**src/rtl/bcd2bin4digit.sv**
```systemverilog
`default_nettype none
// ============================================================================
// Module   : bcd2bin4digit
// Purpose  : Sequential 4-digit BCD to 14-bit binary converter. Digits are
//            latched on start and folded into an accumulator one per cycle
//            (thousands first). 4'hF marks a blank digit: leading blanks are
//            skipped, embedded blanks count as zero. 4'hA-4'hE count as zero.
// Options  : `define BCD2BIN_ERR_EN adds the err output, which flags illegal
//            digits and embedded blanks and forces value to zero.
// Revision : 1.0 - initial release
// ============================================================================
module bcd2bin4digit (
  input  logic        clk,
  input  logic        rst,
  input  logic [3:0]  A,
  input  logic [3:0]  B,
  input  logic [3:0]  C,
  input  logic [3:0]  D,
  input  logic        start,
  output logic [13:0] value,
  output logic        done,
`ifdef BCD2BIN_ERR_EN
  output logic        err,
`endif
  output logic        busy
);

  typedef enum logic [1:0] {
    S_IDLE = 2'd0,
    S_ACC  = 2'd1,
    S_FIN  = 2'd2
  } state_t;

  state_t      r_state;
  logic [15:0] r_dig;    // latched digits, current digit in the top nibble
  logic [13:0] r_acc;
  logic [1:0]  r_idx;
  logic        r_seen;   // a non-blank digit has been processed
`ifdef BCD2BIN_ERR_EN
  logic        r_bad;    // sticky: illegal digit or embedded blank seen
`endif

  logic [3:0]  w_digit;
  logic        w_blank;
  logic        w_legal;
  logic [3:0]  w_term;
  logic [13:0] w_next_acc;

  // Decode the digit being folded in this cycle and form the next accumulator
  always_comb begin
    w_digit    = r_dig[15:12];
    w_blank    = (w_digit == 4'hF);
    w_legal    = (w_digit <= 4'd9);
    w_term     = w_legal ? w_digit : 4'd0;
    // Leading blanks leave the accumulator untouched; anything else is acc*10+term
    if (w_blank && !r_seen)
      w_next_acc = r_acc;
    else
      w_next_acc = (r_acc << 3) + (r_acc << 1) + {10'd0, w_term};
  end

  // Control FSM with registered outputs: IDLE -> ACC x4 -> FIN -> IDLE
  always_ff @(posedge clk or posedge rst) begin
    if (rst) begin
      r_state <= S_IDLE;
      r_dig   <= 16'd0;
      r_acc   <= 14'd0;
      r_idx   <= 2'd0;
      r_seen  <= 1'b0;
      value   <= 14'd0;
      done    <= 1'b0;
      busy    <= 1'b0;
`ifdef BCD2BIN_ERR_EN
      r_bad   <= 1'b0;
      err     <= 1'b0;
`endif
    end else begin
      done <= 1'b0;
      // busy trails the state by one cycle so it covers the done cycle too
      busy <= (r_state != S_IDLE);
      case (r_state)
        S_IDLE: begin
          if (start) begin
            r_dig   <= {A, B, C, D};
            r_acc   <= 14'd0;
            r_idx   <= 2'd0;
            r_seen  <= 1'b0;
`ifdef BCD2BIN_ERR_EN
            r_bad   <= 1'b0;
`endif
            r_state <= S_ACC;
          end
        end
        S_ACC: begin
          r_acc <= w_next_acc;
          r_dig <= {r_dig[11:0], 4'h0};
          r_idx <= r_idx + 2'd1;
          if (!w_blank)
            r_seen <= 1'b1;
`ifdef BCD2BIN_ERR_EN
          if ((!w_legal && !w_blank) || (w_blank && r_seen))
            r_bad <= 1'b1;
`endif
          if (r_idx == 2'd3)
            r_state <= S_FIN;
        end
        S_FIN: begin
`ifdef BCD2BIN_ERR_EN
          value <= r_bad ? 14'd0 : r_acc;
          err   <= r_bad;
`else
          value <= r_acc;
`endif
          done    <= 1'b1;
          r_state <= S_IDLE;
        end
        default: r_state <= S_IDLE;
      endcase
    end
  end

endmodule
`default_nettype wire

```
**config.mk**
```make
export PLATFORM = sky130hd
export DESIGN_NAME = bcd2bin4digit
export DESIGN_NICKNAME = d
export VERILOG_FILES = /design/src/rtl/bcd2bin4digit.sv
export SDC_FILE = /design/constraint.sdc
export NUM_CORES = 1
export LEC_CHECK = 0
export CORE_MARGIN = 1
export CORE_UTILIZATION = 43
export DETAILED_ROUTE_END_ITERATION = 8
export PLACE_DENSITY_LB_ADDON = 0.1
export SLEW_MARGIN = 20
export SYNTH_ARGS = -nofsm -noshare
export SYNTH_HDL_FRONTEND = slang
export SYNTH_SLANG_ARGS = --single-unit
```
**constraint.sdc**
```tcl
create_clock -name clk -period 2.55 [get_ports clk]
set_input_delay 0.3825 -clock clk [delete_from_list [all_inputs] [get_ports clk]]
set_output_delay 0.3825 -clock clk [all_outputs]
set_load 0.01 [all_outputs]
```
==> impl_metrics.json, run 1 <==
{
  "yosysTopAreaCellShare_pct": 47.75,
  "pre_cts_ws_ns": -0.08506,
  "slew_violations": 0,
  "ctsHoldBuffers": 0,
  "placed_area_sq_mm": 0.003211,
  "wl_microns": 5401,
  "synthCells": 232,
  "grt_max_degree": 30,
  "min_path_type": "primary input to asynchronous set/reset pin",
  "grt_pass1_wl_microns": 9059,
  "status": "finished, violations left",
  "crit_slowest_cell": "fa_1",
  "critical_path_buf_inv_count": 1,
  "grt_setup_unrepaired": "yes",
  "final_nets": 330,
  "clockRootBuffer": "clkbuf_8",
  "cp.required_ns": 2.75,
  "clk_pin_slew_ns": 0.11,
  "core_sq_mm": 0.005956,
  "synthesis.nets": 276,
  "fill_cells": 533,
  "critPathCaptureType": "flip-flop",
  "drt_iter0_drc": 95,
  "postRouteAntennaNets": 0,
  "drive_above_1_share_pct": 21.25,
  "die_area_sq_mm": 0.006534,
  "critPathMaxStageDelay_ns": 0.49,
  "die_w_microns": 80.84,
  "boundaryPins": 35,
  "final.min_clock_period_ns": 2.581,
  "critPathArrivalTime_ns": 2.78,
  "clkLatencyLatePin_ns": 0.32,
  "start_util_pct": 44.87,
  "hold_violations": 0,
  "antenna_found_initial": 0,
  "fin_crit_sh_pct": 101.2,
  "syn_area_sq_mm": 0.002673,
  "gr-total-overflow": 0,
  "clock_path_buffers": 2,
  "multi_input_area_sq_mm": 0.001363,
  "finalWeightedCongestion": 0.7750,
  "startpoint_type": "flip-flop",
  "syn_area_per_cell_sq_um": 11.52,
  "vias_per_cell": 5.287,
  "drc": 0,
  "fp-row-count": 28,
  "power_density_mw_per_mm2": 1339,
  "design_area_sq_mm": 0.003386,
  "max_slew_margin_pct": 38.62,
  "max-cap-violations": 0,
  "synth_area_leaders": "dfrtp_1 (48%), ha_1 (11%), mux2_2 (5.9%)",
  "worstSetupPathType": "flip-flop to flip-flop",
  "path_max_fanout": 3,
  "p_leak_nw": 1.580,
  "seqCellArea_sq_mm": 0.001276,
  "path_delay_family": "adder cells",
  "area_growth_pct": 26.69,
  "synth_seq_area_share_pct": 47.75,
  "setup_violations": 1,
  "dr.pass1.iters": 4,
  "crit_chain": "nor2_1, nand2_1, fa_1, inv_2, fa_2, a21oi_2, o21ai_2, and3_4, or3_1, a32o_1",
  "portBuffers": 34,
  "vias": 1914,
  "clock.fmax_mhz": 387.5,
  "yosysTopAreaCell": "dfrtp_1",
  "fin_ws_ns": -0.03080,
  "violations": "setup timing",
  "post-route-util_pct": 56.85,
  "holdWs_ns": 0.4339,
  "peakVddDrop_mv": 0.5321,
  "cts_sinks": 51,
  "yosysWarnings": 0,
  "track_usage_pct": 18.39,
  "ys_seq_elements": 51,
  "wl_per_cell_microns": 14.92,
  "worstMarginPinSlew_ns": 0.9173,
  "synth.distinct_cells": 39,
  "n_antenna_cell": 0,
  "die_y_microns": 80.84,
  "cts_made_buffers": 5,
  "cts_tree": "built",
  "skew_ns": 0.01469,
  "dp_hpwl_microns": 3889,
  "grt_pass1_vias": 1897,
  "htree_levels": 2
}
## layout make-up
| type | instances | share of cell area, % |
|---|---|---|
| clock buffer | 5 | 2.033 |
| timing repair buffer | 57 | 15.52 |
| tap | 75 | 2.772 |
| inverter | 9 | 0.9978 |
| sequential | 51 | 37.69 |
| multi-input combinational | 162 | 40.24 |
| clock inverter | 3 | 0.7391 |
## power breakdown
| group | leakage [nW] | internal, mW | switching, mW |
|---|---|---|---|
| Sequential | 0.646 | 1.17 | 0.245 |
| Combinational | 0.890 | 1.38 | 1.25 |
| Clock | 0.0443 | 0.197 | 0.288 |
## worst paths after layout
check	cells past startpoint	slack [ns]	end	from
max in group asynchronous	3	1.57	r_acc[8]$_DFFE_PP0P_	rst
worst max register to register	10	-0.03	r_acc[12]$_DFFE_PP0P_	r_dig[13]$_DFFE_PP0P_
worst min register to register	2	0.49	r_dig[6]$_DFFE_PP0P_	r_dig[6]$_DFFE_PP0P_
worst max-delay path	10	-0.03	r_acc[12]$_DFFE_PP0P_	r_dig[13]$_DFFE_PP0P_
min in group clk	2	0.49	r_dig[6]$_DFFE_PP0P_	r_dig[6]$_DFFE_PP0P_
worst min-delay path	2	0.43	r_dig[5]$_DFFE_PP0P_	rst
## per-stage QoR
step                      setup TNS, ns  power [mW]  std cells
after floorplan               -0.007489       3.141        232
after global placement         -0.04620       3.917        347
after detailed placement        -0.1066       3.961        347
after CTS                      -0.01727       4.508        359
after global routing            -0.2065       4.947        362
final                          -0.03080       4.533        362
## layer usage
layer  wire length, microns  up-vias  GRT usage (%)
met1                   2711      931          25.41
met2                   2480       27          29.08
met5                      0        -              0
li1                       -      950              -
met4                     62        0          5.357
met3                    146        6          3.708
## cells in the final DEF, fill, tap and decap left out, drive strengths merged, types with 3 or more instances in the layout
cell / instances
mux2i: 12
clkdlybuf4s50: 34
buf: 23
nor2b: 6
clkbuf: 5
o21bai: 3
dfrtp: 51
a22o: 11
a21oi: 8
and3: 3
nor2: 5
mux2: 14
a32o: 5
ha: 23
nand2: 19
o21ai: 20
inv: 9
xnor2: 8
## state kept, by name (all words and copies together), names as in the netlist
name / count
busy: 1
done: 1
r_acc: 14
r_dig: 16
r_idx: 2
r_seen: 1
r_state: 2
value: 14
## cell families after synthesis
logic type | synth area share, %
AOI/OAI and AO/OA | 15.26
DFF | 47.75
and+or+nand+nor | 8.287
muxes | 10.39
adders and majority gates | 12.27
buffers and inverters | 2.762
xor gates and xnor gates | 3.277
## repair_timing
item                                    4_1_cts  5_1_grt
hold endpoints to repair                      0        0
endpoints found under the setup margin        2        6
pin swaps                                     7        2
gates resized for setup                       2        5
buffers inserted                              4        3
## synthesized netlist by cell type
| library cell | n |
|---|---|
| dfrtp_1 | 51 |
| ha_1 | 23 |
| o21ai_0 | 20 |
| nand2_1 | 19 |
| mux2_2 | 14 |
| mux2i_1 | 12 |
| a22o_1 | 11 |
| inv_1 | 9 |
| xnor2_1 | 8 |
| a21oi_1 | 7 |
| clkbuf_1 | 7 |
| a32o_1 | 5 |
| nor2_1 | 5 |
| nor2b_1 | 5 |
| o21bai_1 | 3 |
| a22oi_1 | 2 |
| and2_1 | 2 |
| and3_2 | 2 |
| buf_2 | 2 |
| fa_1 | 2 |
| nand3_1 | 2 |
| o31ai_1 | 2 |
| or3_1 | 2 |
| xor2_1 | 2 |
| a21boi_0 | 1 |
| a21o_1 | 1 |
| a21o_2 | 1 |
| a21oi_4 | 1 |
| a311oi_1 | 1 |
| a41oi_1 | 1 |
| and3_1 | 1 |
| and4_2 | 1 |
| buf_1 | 1 |
| nand2b_1 | 1 |
| nand4_1 | 1 |
| nor2b_4 | 1 |
| o211ai_1 | 1 |
| o31a_1 | 1 |
| or4_1 | 1 |
Power figures use the tool's default switching activity.
==> run 2: changes to the inputs <==
Settings changed: CAP_MARGIN from default to 0.
==> results of run 2 <==
Final layout, timing and power as in run 1 (identical DEF).
==> run 3: changes to the inputs <==
Settings changed: CORE_MARGIN 1 to default, GPL_TIMING_DRIVEN from default to 0.
==> run 3 against run 2 <==
Compared with the run above:
- clock-buffer cell count did not move
- via count up 0.57%
- critical path type unchanged
- cell area decreased by 0.63%
- combinational power fell by 3%
- non-clock buffer count decreased by 3
- clock skew is 0.0057 ns lower
- the flow still finishes with violations (setup timing)
- power increased by 0.84%
==> impl_metrics.json, run 3 (synthesis gave the netlist of run 1 again) <==
{
  "status": "finished, violations left",
  "violations": "setup timing",
  "reg.largest.list": "r_dig: 16 flops, r_acc: 14 flops, value: 14 flops",
  "cts_made_buffers": 5,
  "path_max_fanout": 3,
  "worstMarginPinSlew_ns": 0.6728,
  "cp.required_ns": 2.76,
  "drc": 0,
  "wl_microns": 5472,
  "track_usage_pct": 18.81,
  "fp-row-count": 28,
  "peakVddDrop_mv": 0.5699,
  "vias": 1925,
  "skew_ns": 0.008965,
  "htree_levels": 2,
  "rrSetupSlack_ns": -0.03,
  "ctsHoldBuffers": 0,
  "pre_cts_ws_ns": -0.1433,
  "antenna_found_initial": 0,
  "vias_per_cell": 5.362,
  "fill_cells": 522,
  "holdWs_ns": 0.4030,
  "p_leak_nw": 1.542,
  "placed_area_sq_mm": 0.003138,
  "top_register": "r_dig",
  "timing.rr.end": "r_acc[12]$_DFFE_PP0P_",
  "postRouteAntennaNets": 0,
  "die_w_microns": 80.84,
  "largest_reg_flops": 16,
  "r2r_cells": 10,
  "hold_violations": 0,
  "worstReg2RegStart": "r_dig[13]$_DFFE_PP0P_",
  "die_y_microns": 80.84,
  "dr.pass1.iters": 4,
  "grt_pass1_vias": 1956,
  "final_cell_mix": "dfrtp_1 (51), clkdlybuf4s50_1 (34), ha_1 (20)",
  "grt_pass1_wl_microns": 9321,
  "boundaryPins": 35,
  "design_area_sq_mm": 0.003364,
  "portBuffers": 34,
  "clockRootBuffer": "clkbuf_8",
  "start_util_pct": 44.87,
  "max-cap-violations": 0,
  "clkLatencyLatePin_ns": 0.31,
  "grt_setup_unrepaired": "yes",
  "final.min_clock_period_ns": 2.582,
  "die_area_sq_mm": 0.006534,
  "clock_path_buffers": 2,
  "drive_above_1_share_pct": 17.61,
  "startpoint_type": "flip-flop",
  "final_nets": 327,
  "gr-total-overflow": 0,
  "drt_iter0_drc": 89,
  "clk_pin_slew_ns": 0.10,
  "clock.fmax_mhz": 387.2,
  "area_growth_pct": 25.89,
  "cts_sinks": 51,
  "critPathCaptureType": "flip-flop",
  "slew_violations": 0,
  "max_slew_margin_pct": 55.14,
  "core_sq_mm": 0.005956,
  "min_path_type": "primary input to asynchronous set/reset pin",
  "dp_hpwl_microns": 3865,
  "cts_tree": "built",
  "setup_violations": 1,
  "finalWeightedCongestion": 0.7863,
  "layout_commonest_cell": "dfrtp_1",
  "n_antenna_cell": 0,
  "grt_max_degree": 31,
  "power_density_mw_per_mm2": 1359,
  "critPathArrivalTime_ns": 2.79,
  "fin_ws_ns": -0.03241,
  "worstSetupPathType": "flip-flop to flip-flop",
  "fin_crit_sh_pct": 101.3,
  "wl_per_cell_microns": 15.24
}
-- run 3: cell types whose count changed in the layout (fill, tap and decap cells not counted), moves of 2 or more --
cell / before / now
buf_4: 22 / 9
ha_1: 23 / 20
clkbuf_1: 0 / 7
buf_2: 0 / 2
ha_4: 0 / 2
-- run 3: area by class of cell --
| cell class | count | area, sq um | share of cell area, % |
|---|---|---|---|
| Multi-Input combinational cell | 162 | 1376 | 40.91 |
| Sequential cell | 51 | 1276 | 37.93 |
| Timing Repair Buffer | 44 | 427.9 | 12.72 |
| Tap cell | 75 | 93.84 | 2.789 |
| Clock buffer | 5 | 68.82 | 2.045 |
| Clock inverter | 3 | 47.55 | 1.413 |
| Buffer | 10 | 40.04 | 1.190 |
| Inverter | 9 | 33.78 | 1.004 |
-- run 3: stage by stage --
stage / TNS [ns] / util [%] / instances / total power [mW]
finish: -0.03241 / 56.49 / 359 / 4.571
global route: -0.3647 / 56.49 / 359 / 4.986
CTS: -0.01868 / 55.86 / 357 / 4.530
detailed placement: -0.2750 / 52.69 / 342 / 3.827
global placement: -3.311 / 52.35 / 341 / 3.777
floorplan: -0.007489 / - / 232 / 3.141
-- run 3: worst max-delay path by stage --
| stage | from | endpoint | slack, ns | depth (start not counted) |
|---|---|---|---|---|
| detailed placement | r_dig[14]$_DFFE_PP0P_ | r_acc[13]$_DFFE_PP0P_ | -0.14 | 10 |
| CTS | r_dig[14]$_DFFE_PP0P_ | r_acc[12]$_DFFE_PP0P_ | -0.02 | 10 |
| global route | r_dig[13]$_DFFE_PP0P_ | r_acc[12]$_DFFE_PP0P_ | -0.16 | 10 |
| finish | r_dig[13]$_DFFE_PP0P_ | r_acc[12]$_DFFE_PP0P_ | -0.03 | 10 |
| floorplan | r_dig[14]$_DFFE_PP0P_ | r_acc[13]$_DFFE_PP0P_ | -0.007 | 10 |
| global placement | r_dig[14]$_DFFE_PP0P_ | r_acc[13]$_DFFE_PP0P_ | -0.14 | 10 |
-- run 3: where the power goes --
part | total (mW) | switching (mW) | internal [mW]
sequential | 1.42 | 0.252 | 1.17
combinational | 2.56 | 1.25 | 1.31
clock | 0.588 | 0.290 | 0.298
total | 4.57 | 1.79 | 2.78
-- run 3: worst max-delay path, stage by stage, from the launching register on --
cell	delay, ns
dfrtp_1	0.40
nor2_1	0.10
nand2_1	0.07
fa_1	0.50
inv_2	0.06
fa_2	0.37
a21oi_2	0.19
o21ai_2	0.11
and3_4	0.16
or3_1	0.29
a32o_1	0.24
-- run 3: repair_timing --
item / CTS / global route
cloned: 0 / 0
endpoints found under the hold margin: 0 / 0
pin swaps: 9 / 6
setup buffers: 7 / 2
resized for setup: 3 / 3
setup endpoints to repair: 3 / 5
-- run 3: per-layer routing --
metal	track usage [%]	share of wire [%]	vias up
li1	-	-	943
met1	26.54	49	956
met2	29.24	47	22
met3	3.371	2.7	4
met4	5.893	1.1	0
met5	0	0	-
